--- src/rtl/uart_core.sv ---
// rtl/uart_core.sv - 16x-oversampled UART with TX/RX FIFOs and sticky RX errors.
// Optional feature macro UART_LOOPBACK_EN: when defined, loopback=1 routes tx into rx and parks the tx_out pin high.
module uart_core #(
    parameter int DATA_BITS  = 8,
    parameter int FIFO_DEPTH = 16
) (
    input  logic                          clk,
    input  logic                          reset_n,
    input  logic [15:0]                   baud_div,
    input  logic                          parity_en,
    input  logic                          parity_odd,
    input  logic                          two_stop,
    input  logic                          loopback,
    input  logic [DATA_BITS-1:0]          tx_data,
    input  logic                          tx_wr_en,
    output logic                          tx_full,
    output logic                          tx_empty,
    output logic [$clog2(FIFO_DEPTH):0]   tx_level,
    output logic                          tx_busy,
    output logic                          tx_out,
    input  logic                          rx_in,
    output logic [DATA_BITS-1:0]          rx_data,
    input  logic                          rx_rd_en,
    output logic                          rx_full,
    output logic                          rx_empty,
    output logic [$clog2(FIFO_DEPTH):0]   rx_level,
    output logic                          rx_frame_error,
    output logic                          rx_parity_error,
    output logic                          rx_overflow,
    input  logic                          err_clr
);
    localparam int AW = $clog2(FIFO_DEPTH);
    localparam int LW = AW + 1;

    typedef enum logic [2:0] {S_IDLE, S_START, S_DATA, S_PARITY, S_STOP} state_t;

    logic [15:0] r_tick_cnt;
    logic        w_tick;
    assign w_tick = (r_tick_cnt >= baud_div);

    always_ff @(posedge clk or negedge reset_n) begin
        if (!reset_n)    r_tick_cnt <= '0;
        else if (w_tick) r_tick_cnt <= '0;
        else             r_tick_cnt <= r_tick_cnt + 16'd1;
    end

    logic [DATA_BITS-1:0] r_tx_mem [FIFO_DEPTH];
    logic [AW-1:0]        r_tx_wp, r_tx_rp;
    logic [LW-1:0]        r_tx_level;
    logic                 w_tx_push, w_tx_pop;

    assign tx_empty  = (r_tx_level == '0);
    assign tx_full   = (r_tx_level == LW'(FIFO_DEPTH));
    assign tx_level  = r_tx_level;
    assign w_tx_push = tx_wr_en && (!tx_full || w_tx_pop);

    always_ff @(posedge clk) begin
        if (w_tx_push) r_tx_mem[r_tx_wp] <= tx_data;
    end

    always_ff @(posedge clk or negedge reset_n) begin
        if (!reset_n) begin
            r_tx_wp    <= '0;
            r_tx_rp    <= '0;
            r_tx_level <= '0;
        end else begin
            if (w_tx_push) r_tx_wp <= r_tx_wp + AW'(1);
            if (w_tx_pop)  r_tx_rp <= r_tx_rp + AW'(1);
            r_tx_level <= r_tx_level + LW'(w_tx_push) - LW'(w_tx_pop);
        end
    end

    state_t               r_tx_state;
    logic [4:0]           r_tx_cnt;
    logic [2:0]           r_tx_bit;
    logic [DATA_BITS-1:0] r_tx_shift;
    logic                 r_tx_par, r_tx_par_en, r_tx_two_stop, r_tx_out;
    logic                 w_tx_bit_end, w_tx_stop_end;

    assign w_tx_bit_end  = w_tick && (r_tx_cnt[3:0] == 4'd15);
    assign w_tx_stop_end = w_tick && (r_tx_cnt == (r_tx_two_stop ? 5'd31 : 5'd15));
    // A queued word starts straight out of the last stop tick so back-to-back frames have no gap.
    assign w_tx_pop = w_tick && !tx_empty &&
                      ((r_tx_state == S_IDLE) || (r_tx_state == S_STOP && w_tx_stop_end));
    assign tx_busy  = (r_tx_state != S_IDLE);

    always_ff @(posedge clk or negedge reset_n) begin
        if (!reset_n) begin
            r_tx_state    <= S_IDLE;
            r_tx_cnt      <= '0;
            r_tx_bit      <= '0;
            r_tx_shift    <= '0;
            r_tx_par      <= 1'b0;
            r_tx_par_en   <= 1'b0;
            r_tx_two_stop <= 1'b0;
            r_tx_out      <= 1'b1;
        end else if (w_tx_pop) begin
            r_tx_state    <= S_START;
            r_tx_cnt      <= '0;
            r_tx_bit      <= '0;
            r_tx_shift    <= r_tx_mem[r_tx_rp];
            r_tx_par      <= (^r_tx_mem[r_tx_rp]) ^ parity_odd;
            r_tx_par_en   <= parity_en;
            r_tx_two_stop <= two_stop;
            r_tx_out      <= 1'b0;
        end else if (w_tick) begin
            r_tx_cnt <= r_tx_cnt + 5'd1;
            case (r_tx_state)
                S_START: if (w_tx_bit_end) begin
                    r_tx_state <= S_DATA;
                    r_tx_cnt   <= '0;
                    r_tx_out   <= r_tx_shift[0];
                end
                S_DATA: if (w_tx_bit_end) begin
                    r_tx_cnt <= '0;
                    if (r_tx_bit == 3'(DATA_BITS - 1)) begin
                        r_tx_state <= r_tx_par_en ? S_PARITY : S_STOP;
                        r_tx_out   <= r_tx_par_en ? r_tx_par : 1'b1;
                    end else begin
                        r_tx_bit   <= r_tx_bit + 3'd1;
                        r_tx_shift <= r_tx_shift >> 1;
                        r_tx_out   <= r_tx_shift[1];
                    end
                end
                S_PARITY: if (w_tx_bit_end) begin
                    r_tx_state <= S_STOP;
                    r_tx_cnt   <= '0;
                    r_tx_out   <= 1'b1;
                end
                S_STOP: if (w_tx_stop_end) begin
                    r_tx_state <= S_IDLE;
                    r_tx_cnt   <= '0;
                end
                default: r_tx_cnt <= '0;
            endcase
        end
    end

    logic w_rx_src;
`ifdef UART_LOOPBACK_EN
    assign w_rx_src = loopback ? r_tx_out : rx_in;
    assign tx_out   = loopback ? 1'b1 : r_tx_out;
`else
    logic w_unused_loopback;
    assign w_unused_loopback = loopback;
    assign w_rx_src = rx_in;
    assign tx_out   = r_tx_out;
`endif

    logic r_rx_sync1, r_rx_sync2, r_rx_prev;
    always_ff @(posedge clk or negedge reset_n) begin
        if (!reset_n) begin
            r_rx_sync1 <= 1'b1;
            r_rx_sync2 <= 1'b1;
            r_rx_prev  <= 1'b1;
        end else begin
            r_rx_sync1 <= w_rx_src;
            r_rx_sync2 <= r_rx_sync1;
            r_rx_prev  <= r_rx_sync2;
        end
    end

    state_t               r_rx_state;
    logic [3:0]           r_rx_cnt;
    logic [2:0]           r_rx_bit;
    logic [DATA_BITS-1:0] r_rx_shift;
    logic                 r_rx_par_en, r_rx_par_odd;
    logic                 w_rx_mid, w_rx_push, w_rx_pop, w_rx_wr;

    // Start is re-checked half a bit in; every later sample lands one full bit after the previous one.
    assign w_rx_mid  = w_tick && (r_rx_cnt == ((r_rx_state == S_START) ? 4'd7 : 4'd15));
    assign w_rx_push = (r_rx_state == S_STOP) && w_rx_mid;

    always_ff @(posedge clk or negedge reset_n) begin
        if (!reset_n) begin
            r_rx_state   <= S_IDLE;
            r_rx_cnt     <= '0;
            r_rx_bit     <= '0;
            r_rx_shift   <= '0;
            r_rx_par_en  <= 1'b0;
            r_rx_par_odd <= 1'b0;
        end else if (r_rx_state == S_IDLE) begin
            if (r_rx_prev && !r_rx_sync2) begin
                r_rx_state   <= S_START;
                r_rx_cnt     <= '0;
                r_rx_bit     <= '0;
                r_rx_par_en  <= parity_en;
                r_rx_par_odd <= parity_odd;
            end
        end else if (w_tick) begin
            r_rx_cnt <= r_rx_cnt + 4'd1;
            if (w_rx_mid) begin
                r_rx_cnt <= '0;
                case (r_rx_state)
                    S_START: r_rx_state <= r_rx_sync2 ? S_IDLE : S_DATA;
                    S_DATA: begin
                        r_rx_shift <= {r_rx_sync2, r_rx_shift[DATA_BITS-1:1]};
                        r_rx_bit   <= r_rx_bit + 3'd1;
                        if (r_rx_bit == 3'(DATA_BITS - 1))
                            r_rx_state <= r_rx_par_en ? S_PARITY : S_STOP;
                    end
                    S_PARITY: r_rx_state <= S_STOP;
                    default:  r_rx_state <= S_IDLE;
                endcase
            end
        end
    end

    logic [DATA_BITS-1:0] r_rx_mem [FIFO_DEPTH];
    logic [AW-1:0]        r_rx_wp, r_rx_rp;
    logic [LW-1:0]        r_rx_level;
    logic                 r_fe, r_pe, r_ov;

    assign rx_empty = (r_rx_level == '0);
    assign rx_full  = (r_rx_level == LW'(FIFO_DEPTH));
    assign rx_level = r_rx_level;
    assign rx_data  = rx_empty ? '0 : r_rx_mem[r_rx_rp];
    assign w_rx_pop = rx_rd_en && !rx_empty;
    assign w_rx_wr  = w_rx_push && (!rx_full || w_rx_pop);

    always_ff @(posedge clk) begin
        if (w_rx_wr) r_rx_mem[r_rx_wp] <= r_rx_shift;
    end

    always_ff @(posedge clk or negedge reset_n) begin
        if (!reset_n) begin
            r_rx_wp    <= '0;
            r_rx_rp    <= '0;
            r_rx_level <= '0;
            r_fe       <= 1'b0;
            r_pe       <= 1'b0;
            r_ov       <= 1'b0;
        end else begin
            if (w_rx_wr)  r_rx_wp <= r_rx_wp + AW'(1);
            if (w_rx_pop) r_rx_rp <= r_rx_rp + AW'(1);
            r_rx_level <= r_rx_level + LW'(w_rx_wr) - LW'(w_rx_pop);
            r_fe <= (w_rx_push && !r_rx_sync2) || (r_fe && !err_clr);
            r_pe <= ((r_rx_state == S_PARITY) && w_rx_mid &&
                     (r_rx_sync2 != ((^r_rx_shift) ^ r_rx_par_odd))) || (r_pe && !err_clr);
            r_ov <= (w_rx_push && !w_rx_wr) || (r_ov && !err_clr);
        end
    end

    assign rx_frame_error  = r_fe;
    assign rx_parity_error = r_pe;
    assign rx_overflow     = r_ov;
endmodule

--- config.mk ---
export PLATFORM = sky130hd
export DESIGN_NAME = uart_core
export DESIGN_NICKNAME = d
export VERILOG_FILES = /design/src/rtl/uart_core.sv
export SDC_FILE = /design/constraint.sdc
export NUM_CORES = 1
export LEC_CHECK = 0
export ABC_AREA = 1
export BUFFER_PORTS_ARGS = -buffer_cell sky130_fd_sc_hd__buf_2
export CORE_UTILIZATION = 40
export DETAILED_ROUTE_END_ITERATION = 7
export PLACE_DENSITY_LB_ADDON = 0.25
export SLEW_MARGIN = 15
export SYNTH_ARGS = -nofsm -noshare
export SYNTH_HDL_FRONTEND = slang
export SYNTH_SLANG_ARGS = --single-unit
--- constraint.sdc ---
create_clock -name clk -period 4.5 [get_ports clk]
set_clock_uncertainty 0.05 [all_clocks]
set_input_delay 0.675 -clock clk [delete_from_list [all_inputs] [get_ports clk]]
set_output_delay 0.675 -clock clk [all_outputs]
set_load 0.1 [all_outputs]
# After elaboration in Yosys (flattened, before gate mapping)

Memories as Yosys holds them, arrays and structs flattened.
Index checks and enable logic that the tools add are counted.

Bitwise logic cells: 3
Reduce and logical (&&, ||, !) cells: 55
Add/sub/neg operators: 13
Mux-type cells: 57
Eq/ne operators: 24
Magnitude comparators: 1

Operators with widths:

| cell                                                            | number |
|---|---|
| 3-bit 2-to-1 mux                                                | 24 |
| 8-bit 2-to-1 mux                                                | 6 |
| 5-bit 2-to-1 mux                                                | 5 |
| 4-bit by 1-bit adder with 4-bit output, second input constant   | 5 |
| 4-bit 2-to-1 mux                                                | 5 |
| 1-bit logical AND                                               | 18 |
| 3-bit != test, second input constant                            | 6 |
| 16-bit by 1-bit adder with 16-bit output, second input constant | 1 |
| 16-bit greater-or-equal comparator                              | 1 |
| 16-bit 2-to-1 mux                                               | 1 |
| 4-bit AND reduction                                             | 4 |
| 8-bit XOR reduction                                             | 2 |
| 3-bit by 2-bit == test with 1-bit output, second input constant | 4 |
| 3-bit == test, second input constant                            | 4 |
| 3-bit case mux with 4 select lines                              | 1 |
| 2-bit nonzero test                                              | 6 |
| 1-bit 2-to-1 mux                                                | 11 |
| 5-bit by 1-bit adder with 5-bit output                          | 2 |
| 5-bit == test, second input constant                            | 2 |
| 5-bit zero test                                                 | 2 |
| 5-bit case mux with 2 select lines                              | 1 |
| 5-bit by 1-bit subtractor with 5-bit output                     | 2 |
| 3-bit case mux with 3 select lines                              | 1 |
| 1-bit zero test                                                 | 7 |
| other kinds (22)                                                | 32 |

Bits in registers: 91
RAM bits: 256
Output and inout port bits: 27
Memories kept: 2

Memories:

| memory   | words | width | read ports | clocked after Yosys merged registers in | write ports | RTL line | text |
|---|---|---|---|---|---|---|---|
| r_rx_mem | 16    | 8     | 1          | 0                                       | 1           | 209      | `logic [DATA_BITS-1:0] r_rx_mem [FIFO_DEPTH];` |
| r_tx_mem | 16    | 8     | 1          | 0                                       | 1           | 47       | `logic [DATA_BITS-1:0] r_tx_mem [FIFO_DEPTH];` |

# Depth between registers and ports, before layout

Gate-level depths: netlist of run 1.

Depth after elaboration: 10
Mapped depth: 23
Gate-level depth less buffers: 22

# Worst setup path after synthesis of run 1

OpenSTA, ideal clock, no wires.

Path type: reg-to-output
Start point: register r_rx_level[3] (netlist: rx_level[3])
End point: output rx_data[0]
Setup slack: -5 ps
Path buffers: 0
Data arrival time: 3780 ps
Stages on the path, launching flop included: 6
Cells stage by stage: dfrtp_1 inv_1 ha_1 nand3_1 nor2_1 a21oi_1

Cells in the longest elaborated chain, start to end: 2

RTL lines:

| what                     | RTL line | text |
|---|---|---|
| start: declaration       | 211      | `logic [LW-1:0] r_rx_level;` |
| start signal: assignment | 236      | `r_rx_level <= r_rx_level + LW'(w_rx_wr) - LW'(w_rx_pop);` |
| 5-bit zero test          | 214      | `assign rx_empty = (r_rx_level == '0);` |
| named net rx_empty       | 25       | `output logic rx_empty,` |
| 8-bit 2-to-1 mux         | 217      | `assign rx_data = rx_empty ? '0 : r_rx_mem[r_rx_rp];` |
| end: declaration         | 22       | `output logic [DATA_BITS-1:0] rx_data,` |

The timed path passes the listed nets, and every way through them passes these cells.

# Worst setup path in the final report of run 1

Start point: register r_rx_rp[1]
End point: output rx_data[4]

Cells in the longest elaborated chain, start to end: 2

RTL lines:

| what                     | RTL line | text |
|---|---|---|
| start: declaration       | 210      | `logic [AW-1:0] r_rx_wp, r_rx_rp;` |
| start signal: assignment | 235      | `if (w_rx_pop) r_rx_rp <= r_rx_rp + AW'(1);` |
| memory 16 x 8 bit        | n/a      |  |
| 8-bit 2-to-1 mux         | 217      |  |

No other way between the ends.

==> flow_summary.toml, run 1 <==
[yosys]
syn_avg_cell_area_sq_um = 10.6
async_flop_share_pct = 26.2
yosysWarningCount = 0
syn_inst = 1472
synth_ff_type = "edfxtp_1"
yosys_register_bits = 347
syn_nets = 1551
yosysSeqAreaShare_pct = 64.2
synthDistinctLibCells = 42
synth_edf_count = 256
synth_area_sq_um = 15500

[global_route]
grt_overflow_total = 0
grt_usage_pct = 17.9
grt_pass1_wl_um = 54200
grt_antenna_before_repair = 0
grt_pass1_vias = 10031
grt_max_degree = 74

[routing]
routed_wl_um = 34000
drc = 0
drt_iter0_markers = 648
vias = 10382
wl_per_cell_um = 16.2
firstDrtPassIters = 5
vias_per_cell = 4.95
antenna_left = 0

[placement]
placed_cells = 2029
io_buffers = 59
hpwlAfterDp_um = 21400
place_congestion = 0.786
post_dp_cell_area_sq_um = 16500

[job]
max_cap_violations = 0

[clocking]
cts.sinks = 347
worstSkewPairLatency_ns = 0.56
cts_buffers = 38
postCtsSetupRepairBufs = 0
clk_pin_slew_ns = 0.06
cts_tree = "done"
postCtsResizedCells = 0
cts_root_buffer = "clkbuf_16"
cts_max_level = 2
cts_hold_buf = 0
cts_buffer_depth = 3

[cells_and_area]
antenna_cells = 0
syn_to_final_growth_pct = 14.4
final_common_cell = "nand2_1"
layout_common_cells = "nand2_1, edfxtp_1, nor2_1"
final_cell_area_sq_um = 17800
stdcell_count = 2099
final_nets = 1637
drive_gt1_share_pct = 12.3

[floorplan]
initial_utilization_pct = 40.9
rows = 71
ios = 61
core_area_sq_um = 37900
die_y_um = 199
die_w_um = 199
die_area_sq_um = 39600

[timing]
max_freq_mhz = 266
setup_viol = 0
tightest_slew_ns = 0.830
layout_min_cycle_time_ns = 3.75
rsz0062_at_grt = "false"
maxSlewViolCount = 0
fin_tns_setup_ns = 0
hold_violations = 0
max_slew_margin_pct = 44.7
period_share_pct = 83.4

[hold_path]
hold_path_class = "in -> reg"
holdPathEnd = "r_rx_sync1"
hold_start = "rx_in"
min_path_cells = 1

[critical_path]
crit_path_cell_trace = "inv_1, buf_4, o21ai_0, o22ai_1, nor2_1, nor2_1, o21ai_0, a21oi_1, buf_2"
worstPathRequired_ns = 3.77
r2r_slack_ns = 1.23
critPathCaptureType = "output pin"
timing.rr.end = "rx_level[4]"
crit_arrival_ns = 3.03
crit_path_max_incr_delay_ns = 0.64
cp_slowest_cell = "dfrtp_1"
r2r-start = "r_tick_cnt[1]"
reg2reg_depth = 21
path_max_fanout = 27
critPathLaunchType = "register"
crit_type = "reg -> out"

[run_status]
status = "finished, final reports clean"

[power_and_ir_drop]
leakage_uw = 0.00731
vdd_drop_max_mv = 0.554
power_uw = 11800
p_per_area_nw_per_um2 = 666
==> critical path: cells and delay by family, from the launching register on <==
| family | cells | cell delay, ns |
|---|---|---|
| buffers and inverters | 3 | 0.94 |
| AO/OA/AOI/OAI | 4 | 0.75 |
| flip-flops | 1 | 0.64 |
| AND/OR/NAND/NOR | 2 | 0.15 |
==> registers in the layout, summed over array words and instances, names as in the netlist, 4 cells and up <==
signal	cells
r_rx_mem	128
r_tx_mem	128
r_rx_cnt	4
tx_level	5
r_tx_shift	8
r_rx_wp	4
r_tx_wp	4
rx_level	5
r_tick_cnt	16
r_tx_cnt	5
r_tx_rp	4
r_rx_shift	8
r_rx_rp	4
==> metal layers <==
metal	vias up	global-route usage (%)	wire (um)
li1	5191	-	-
met1	4959	23.5	15500
met2	171	29.8	16300
met3	61	3.09	1300
met4	0	6.52	947
met5	-	0	0
==> through the flow <==
step	setup slack (ns)	hold slack, ns	util (%)
2_1_floorplan	0.146	0.295	-
3_3_place_gp	0.929	0.297	43.5
3_5_place_dp	0.813	0.301	43.5
4_1_cts	0.719	0.148	46.9
5_1_grt	0.485	0.155	46.9
6_report	0.747	0.182	46.9
==> Yosys cell counts (2+ instances only) <==
master / count / share of area [%]
nor2_1: 200 / 4.8
buf_2: 14 / 0.45
o21ai_0: 127 / 4.1
clkbuf_1: 28 / 0.68
edfxtp_1: 256 / 49
o211ai_1: 3 / 0.14
buf_4: 4 / 0.19
xor2_1: 26 / 1.5
buf_1: 3 / 0.072
nand2_4: 2 / 0.14
clkinv_1: 3 / 0.072
o221ai_1: 24 / 1.4
nor3_1: 10 / 0.32
o22ai_1: 11 / 0.44
nand4_1: 7 / 0.28
dfrtp_1: 87 / 14
fa_1: 2 / 0.26
nor2_4: 2 / 0.14
nand2_2: 13 / 0.52
nor2_2: 3 / 0.12
nor4_1: 2 / 0.081
nand2_1: 303 / 7.3
dfstp_2: 4 / 0.68
inv_2: 6 / 0.14
inv_1: 118 / 2.9
ha_1: 43 / 3.5
o21a_1: 4 / 0.19
buf_6: 3 / 0.22
a21oi_2: 3 / 0.17
nand3_1: 93 / 3.0
xnor2_1: 12 / 0.68
a21oi_1: 46 / 1.5
==> area by class of cell <==
| type | instances | area, sq um |
|---|---|---|
| clock buffer | 51 | 1030 |
| clock inverter | 19 | 235 |
| fill | 3533 | 20200 |
| inverter | 127 | 477 |
| multi-input combinational | 945 | 4820 |
| sequential | 347 | 9970 |
| tap | 511 | 639 |
| timing repair buffer | 99 | 598 |
==> cells by family (layout without fill, tap and decap cells) <==
logic type	after synthesis	count (layout)	synth area share, %
simple gates	637	637	16.9
flops	347	347	64.2
compound gates	225	225	8.30
buf+inv	180	296	4.78
fa+ha+maj	45	45	3.72
xor+xnor	38	38	2.14
==> power breakdown <==
| part | switching [uW] | total, uW | internal (uW) |
|---|---|---|---|
| Sequential | 307 | 4100 | 3800 |
| Clock | 1250 | 3150 | 1900 |
| Combinational | 3340 | 4580 | 1230 |
| Total | 4900 | 11800 | 6930 |
==> worst max path at each step <==
| stage | start | to | slack, ns | cells after the start |
|---|---|---|---|---|
| 2_1_floorplan | tx_level[3] | tx_level[4] | 0.15 | 15 |
| 3_3_place_gp | baud_div[1] | rx_level[4] | 0.93 | 23 |
| 3_5_place_dp | baud_div[1] | tx_level[4] | 0.81 | 21 |
| 4_1_cts | r_rx_rp[1] | rx_data[4] | 0.72 | 9 |
| 5_1_grt | r_rx_rp[1] | rx_data[4] | 0.48 | 9 |
| 6_report | r_rx_rp[1] | rx_data[4] | 0.75 | 9 |
Note: power is estimated with default switching activity, not from simulation.
==> run 2: changes to the inputs <==
- clock period: 4.5 -> 3.5 ns (I/O delays scaled with it)
==> run 2 against run 1 <==
  * First-iteration DRC count shrank 1.9%
  * Cell area grew 1.1%
  * Power grew 30%
  * Register-to-register slack lost 0.85 ns
  * Clock-buffer cell count grew 9
  * Sequential share of layout area shrank 0.58 points
  * Routed wire length grew 0.30%
  * Combinational power grew 37%
  * Critical path depth shrank 3
  * Final cell count grew 0.43%
  * Critical endpoint is now rx_data[7]
  * Highest routed layer unchanged
==> flow_summary.toml, run 2 (synthesis results as in run 1) <==
[run_status]
status = "finished, final reports clean"

[cells_and_area]
utilization_pct = 47.4
fillers = 3527
final_common_cell = "nand2_1"
multi_input_area_sq_um = 4840
regArea_sq_um = 9970
drive_gt1_share_pct = 12.8
syn_to_final_growth_pct = 15.7
largestRegisters = "r_rx_mem x128, r_tx_mem x128, r_tick_cnt x16"
layout_common_cells = "nand2_1, edfxtp_1, nor2_1"
antenna_cells = 0
final_nets = 1647
final_cell_area_sq_um = 18000

[power_and_ir_drop]
vdd_drop_max_mv = 0.755
p_per_area_nw_per_um2 = 856
leakage_uw = 0.00737

[clocking]
cts.sinks = 347
postCtsSetupRepairBufs = 0
cts_buffers = 38
cts_max_level = 2
postCtsResizedCells = 0
cts_buffer_depth = 3
clk_pin_slew_ns = 0.06
worstSkewPairLatency_ns = 0.53
cts_tree = "done"
cts_root_buffer = "clkbuf_16"
cts_hold_buf = 0

[job]
max_cap_violations = 0

[critical_path]
worstPathRequired_ns = 2.92
path_max_fanout = 20
reg2reg_depth = 21
crit_type = "reg -> out"
critPathCaptureType = "output pin"
critPathLaunchType = "register"
crit_arrival_ns = 2.73

[global_route]
grt_pass1_wl_um = 54500
grt_overflow_total = 0
grt_usage_pct = 17.8
grt_antenna_before_repair = 0
grt_max_degree = 80
grt_pass1_vias = 10252

[floorplan]
die_area_sq_um = 39600
die_y_um = 199
rows = 71
core_area_sq_um = 37900
initial_utilization_pct = 40.9
die_w_um = 199
ios = 61

[routing]
firstDrtPassIters = 5
antenna_left = 0
vias = 10444
drt_iter0_markers = 636
routed_wl_um = 34100
vias_per_cell = 4.95
wl_per_cell_um = 16.2
drc = 0

[placement]
place_congestion = 0.767
post_dp_cell_area_sq_um = 16800
hpwlAfterDp_um = 21400
io_buffers = 59

[timing]
hold_violations = 0
period_share_pct = 94.3
holdWs_ns = 0.0583
rsz0062_at_grt = "false"
tightest_slew_ns = 1.02
setup_viol = 0
max_freq_mhz = 303
layout_min_cycle_time_ns = 3.30
max_slew_margin_pct = 32.2
maxSlewViolCount = 0

[hold_path]
hold_path_class = "in -> reg"
min_path_cells = 1
run 2: changes by cell type in the layout (fill, tap and decap cells not counted), sizes merged:
cell    change
buf        +10
inv         +1
bufinv      -5
clkbuf      +9
clkinv      -6
run 2: where the power goes:
group	switching, uW	leakage [uW]	internal, uW
clock	1600	0.000580	2200
sequential	440	0.00349	4880
combinational	4310	0.00331	1950
total	6350	0.00737	9030
run 2: critical path: stages (launching register included):
cell and delay, ns:
dfrtp_1 0.71, buf_4 0.35, o21ai_0 0.13, o221ai_1 0.25, nand3_1 0.14, a21oi_1 0.39
buf_12 0.23
run 2: final timing paths:
kind / start / endpoint / slack (ns)
setup / recovery: r_rx_rp[1] / rx_data[7] / 0.20
max in group asynchronous: reset_n / r_tx_shift[7] / 2.52
setup reg to reg: r_tick_cnt[1] / rx_level[4] / 0.38
hold reg to reg: r_rx_sync1 / r_rx_sync2 / 0.31
hold / removal: rx_in / r_rx_sync1 / 0.06
min in group asynchronous: reset_n / rx_level[3] / 0.10
run 2: metal layers:
layer	up-vias	GRT usage (%)	part of all wire, %	wire (um)
met5	-	0	0	0
met3	46	2.51	4.3	1460
met2	209	30.4	49	16600
met1	4986	23.6	45	15400
met4	0	4.79	2.0	684
li1	5203	-	-	-
run 2: metrics by stage:
stage	setup TNS, ns	total power [uW]	std cells	worst slack, ns
global route	0	16400	2108	0.0552
CTS	0	15500	2108	0.189
finish	0	15400	2108	0.200
global placement	0	11600	2039	0.159
detailed placement	0	11700	2039	0.124
floorplan	-1.94	9890	1472	-0.243
run 2: cell type report:
type	count	area share (%)
Multi-Input combinational cell	945	26.9
Clock buffer	60	6.20
Tap cell	511	3.56
Timing Repair Buffer	109	4.69
Inverter	127	2.65
Sequential cell	347	55.5
Clock inverter	9	0.432
==> run 3: changes to the inputs <==
- REMOVE_ABC_BUFFERS: not set -> 1
==> run 3 against run 2 <==
  * Worst setup slack got worse by 0.045 ns
  * Clock-buffer cell count decreased by 7
  * Critical path depth is 1 higher
  * Flip-flop and latch count did not move
  * Die area is the same
  * Critical path type unchanged
  * Highest routed layer unchanged
==> flow_summary.toml, run 3 (synthesis results as in run 1) <==
[placement]
placed_cells = 2042
io_buffers = 59
hpwlAfterDp_um = 21400
post_dp_cell_area_sq_um = 16600
place_congestion = 0.788

[clocking]
postCtsSetupRepairBufs = 0
cts.sinks = 347
cts_buffers = 38
cts_tree = "done"
cts_root_buffer = "clkbuf_16"
worstSkewPairLatency_ns = 0.55
cts_max_level = 2
cts_buffer_depth = 3
clk_pin_slew_ns = 0.06

[timing]
rsz0062_at_grt = "false"
setup_viol = 0
tightest_slew_ns = 0.818
max_slew_margin_pct = 45.5
maxSlewViolCount = 0
holdWs_ns = 0.130
hold_violations = 0
max_freq_mhz = 299
period_share_pct = 95.6
layout_min_cycle_time_ns = 3.35

[floorplan]
die_w_um = 199
core_area_sq_um = 37900
die_area_sq_um = 39600
initial_utilization_pct = 40.9
rows = 71
die_y_um = 199
ios = 61

[hold_path]
min_path_cells = 3
holdPathEnd = "r_tx_two_stop"
hold_start = "two_stop"
hold_path_class = "in -> reg"

[global_route]
grt_usage_pct = 17.7
grt_pass1_vias = 9929
grt_max_degree = 74
grt_overflow_total = 0
grt_antenna_before_repair = 0
grt_pass1_wl_um = 53600

[critical_path]
crit_arrival_ns = 2.77
worstPathRequired_ns = 2.92
cp_slowest_cell = "dfrtp_1"
reg2reg_depth = 21
r2r-start = "r_tick_cnt[1]"
timing.rr.end = "rx_level[4]"
crit_type = "reg -> out"
crit_path_cell_trace = "inv_1, buf_4, o21ai_0, o221ai_1, nand3_1, a21oi_1, buf_2"
critPathCaptureType = "output pin"
crit_path_max_incr_delay_ns = 0.52
path_max_fanout = 20
critPathLaunchType = "register"
r2r_slack_ns = 0.40

[cells_and_area]
multi_input_area_sq_um = 4830
utilization_pct = 47.1
syn_to_final_growth_pct = 15.1
fillers = 3490
stdcell_count = 2113
layout_common_cells = "nand2_1, edfxtp_1, nor2_1"
largestRegisters = "r_rx_mem x128, r_tx_mem x128, r_tick_cnt x16"
drive_gt1_share_pct = 12.6
final_common_cell = "nand2_1"
final_cell_area_sq_um = 17900
final_nets = 1652
antenna_cells = 0
regArea_sq_um = 9970

[power_and_ir_drop]
power_uw = 15100
p_per_area_nw_per_um2 = 844
vdd_drop_max_mv = 0.651
leakage_uw = 0.00736

[routing]
drc = 0
wl_per_cell_um = 16.1
wl_met2_um = 16200
firstDrtPassIters = 5
topRoutingLayerUsed = "met4"
vias = 10512
antenna_left = 0
vias_per_cell = 4.97
met3_length_um = 1670
routed_wl_um = 34100
wl_met1_um = 15500
drt_iter0_markers = 572

[run_status]
status = "finished, final reports clean"

[job]
max_cap_violations = 0
## run 3: cell types whose count changed in the layout (fill, tap and decap cells not counted), sizes merged
cell,change
inv,-4
buf,+2
clkbuf,-6
clkinv,+8
bufinv,+3
dlygate4sd3,+2
## run 3: metal layers
metal / global-route usage [%] / up-vias
met5: 0 / -
met4: 5.73 / 0
met3: 3.14 / 43
met2: 28.9 / 191
met1: 24.0 / 5064
li1: - / 5214
## run 3: cell type report
| cell class | instances | share of cell area, % |
|---|---|---|
| multi-input combinational | 945 | 27.0 |
| clock inverter | 16 | 0.952 |
| inverter | 127 | 2.67 |
| tap | 511 | 3.58 |
| clock buffer | 53 | 5.81 |
| timing repair buffer | 114 | 4.16 |
| sequential | 347 | 55.8 |
## run 3: how the worst max path moves through the flow
stage / slack [ns] / endpoint / from / depth (start not counted)
6_report: 0.15 / rx_data[3] / r_rx_rp[1] / 7
5_1_grt: 0.03 / rx_level[4] / r_tick_cnt[1] / 21
4_1_cts: 0.13 / rx_data[5] / r_rx_rp[1] / 9
3_5_place_dp: 0.05 / rx_level[4] / baud_div[1] / 23
3_3_place_gp: 0.11 / rx_level[4] / baud_div[1] / 23
2_1_floorplan: -0.96 / rx_data[0] / r_rx_rp[0] / 7
## run 3: per-stage QoR
step                setup WS (ns)  TNS (ns)
global route               0.0283         0
global placement            0.109         0
CTS                         0.125         0
finish                      0.154         0
detailed placement         0.0516         0
floorplan                  -0.959    -56.98
## run 3: where the power goes
group	switching (uW)	internal (uW)
clock network	1560	2300
registers	348	4880
logic	4350	1650
total	6260	8830
## run 3: worst max-delay path: cells and delay by family (launching register included)
kind,cells,cell delay (ns)
AOI/OAI and AO/OA,3,0.67
DFF,1,0.52
buffers and inverters,3,0.86
and+or+nand+nor,1,0.17
## run 3: what timing repair did
item,CTS,global route
gates resized for setup,0,5
hold endpoints to repair,20,0
hold buffers,2,0
setup endpoints to repair,0,2
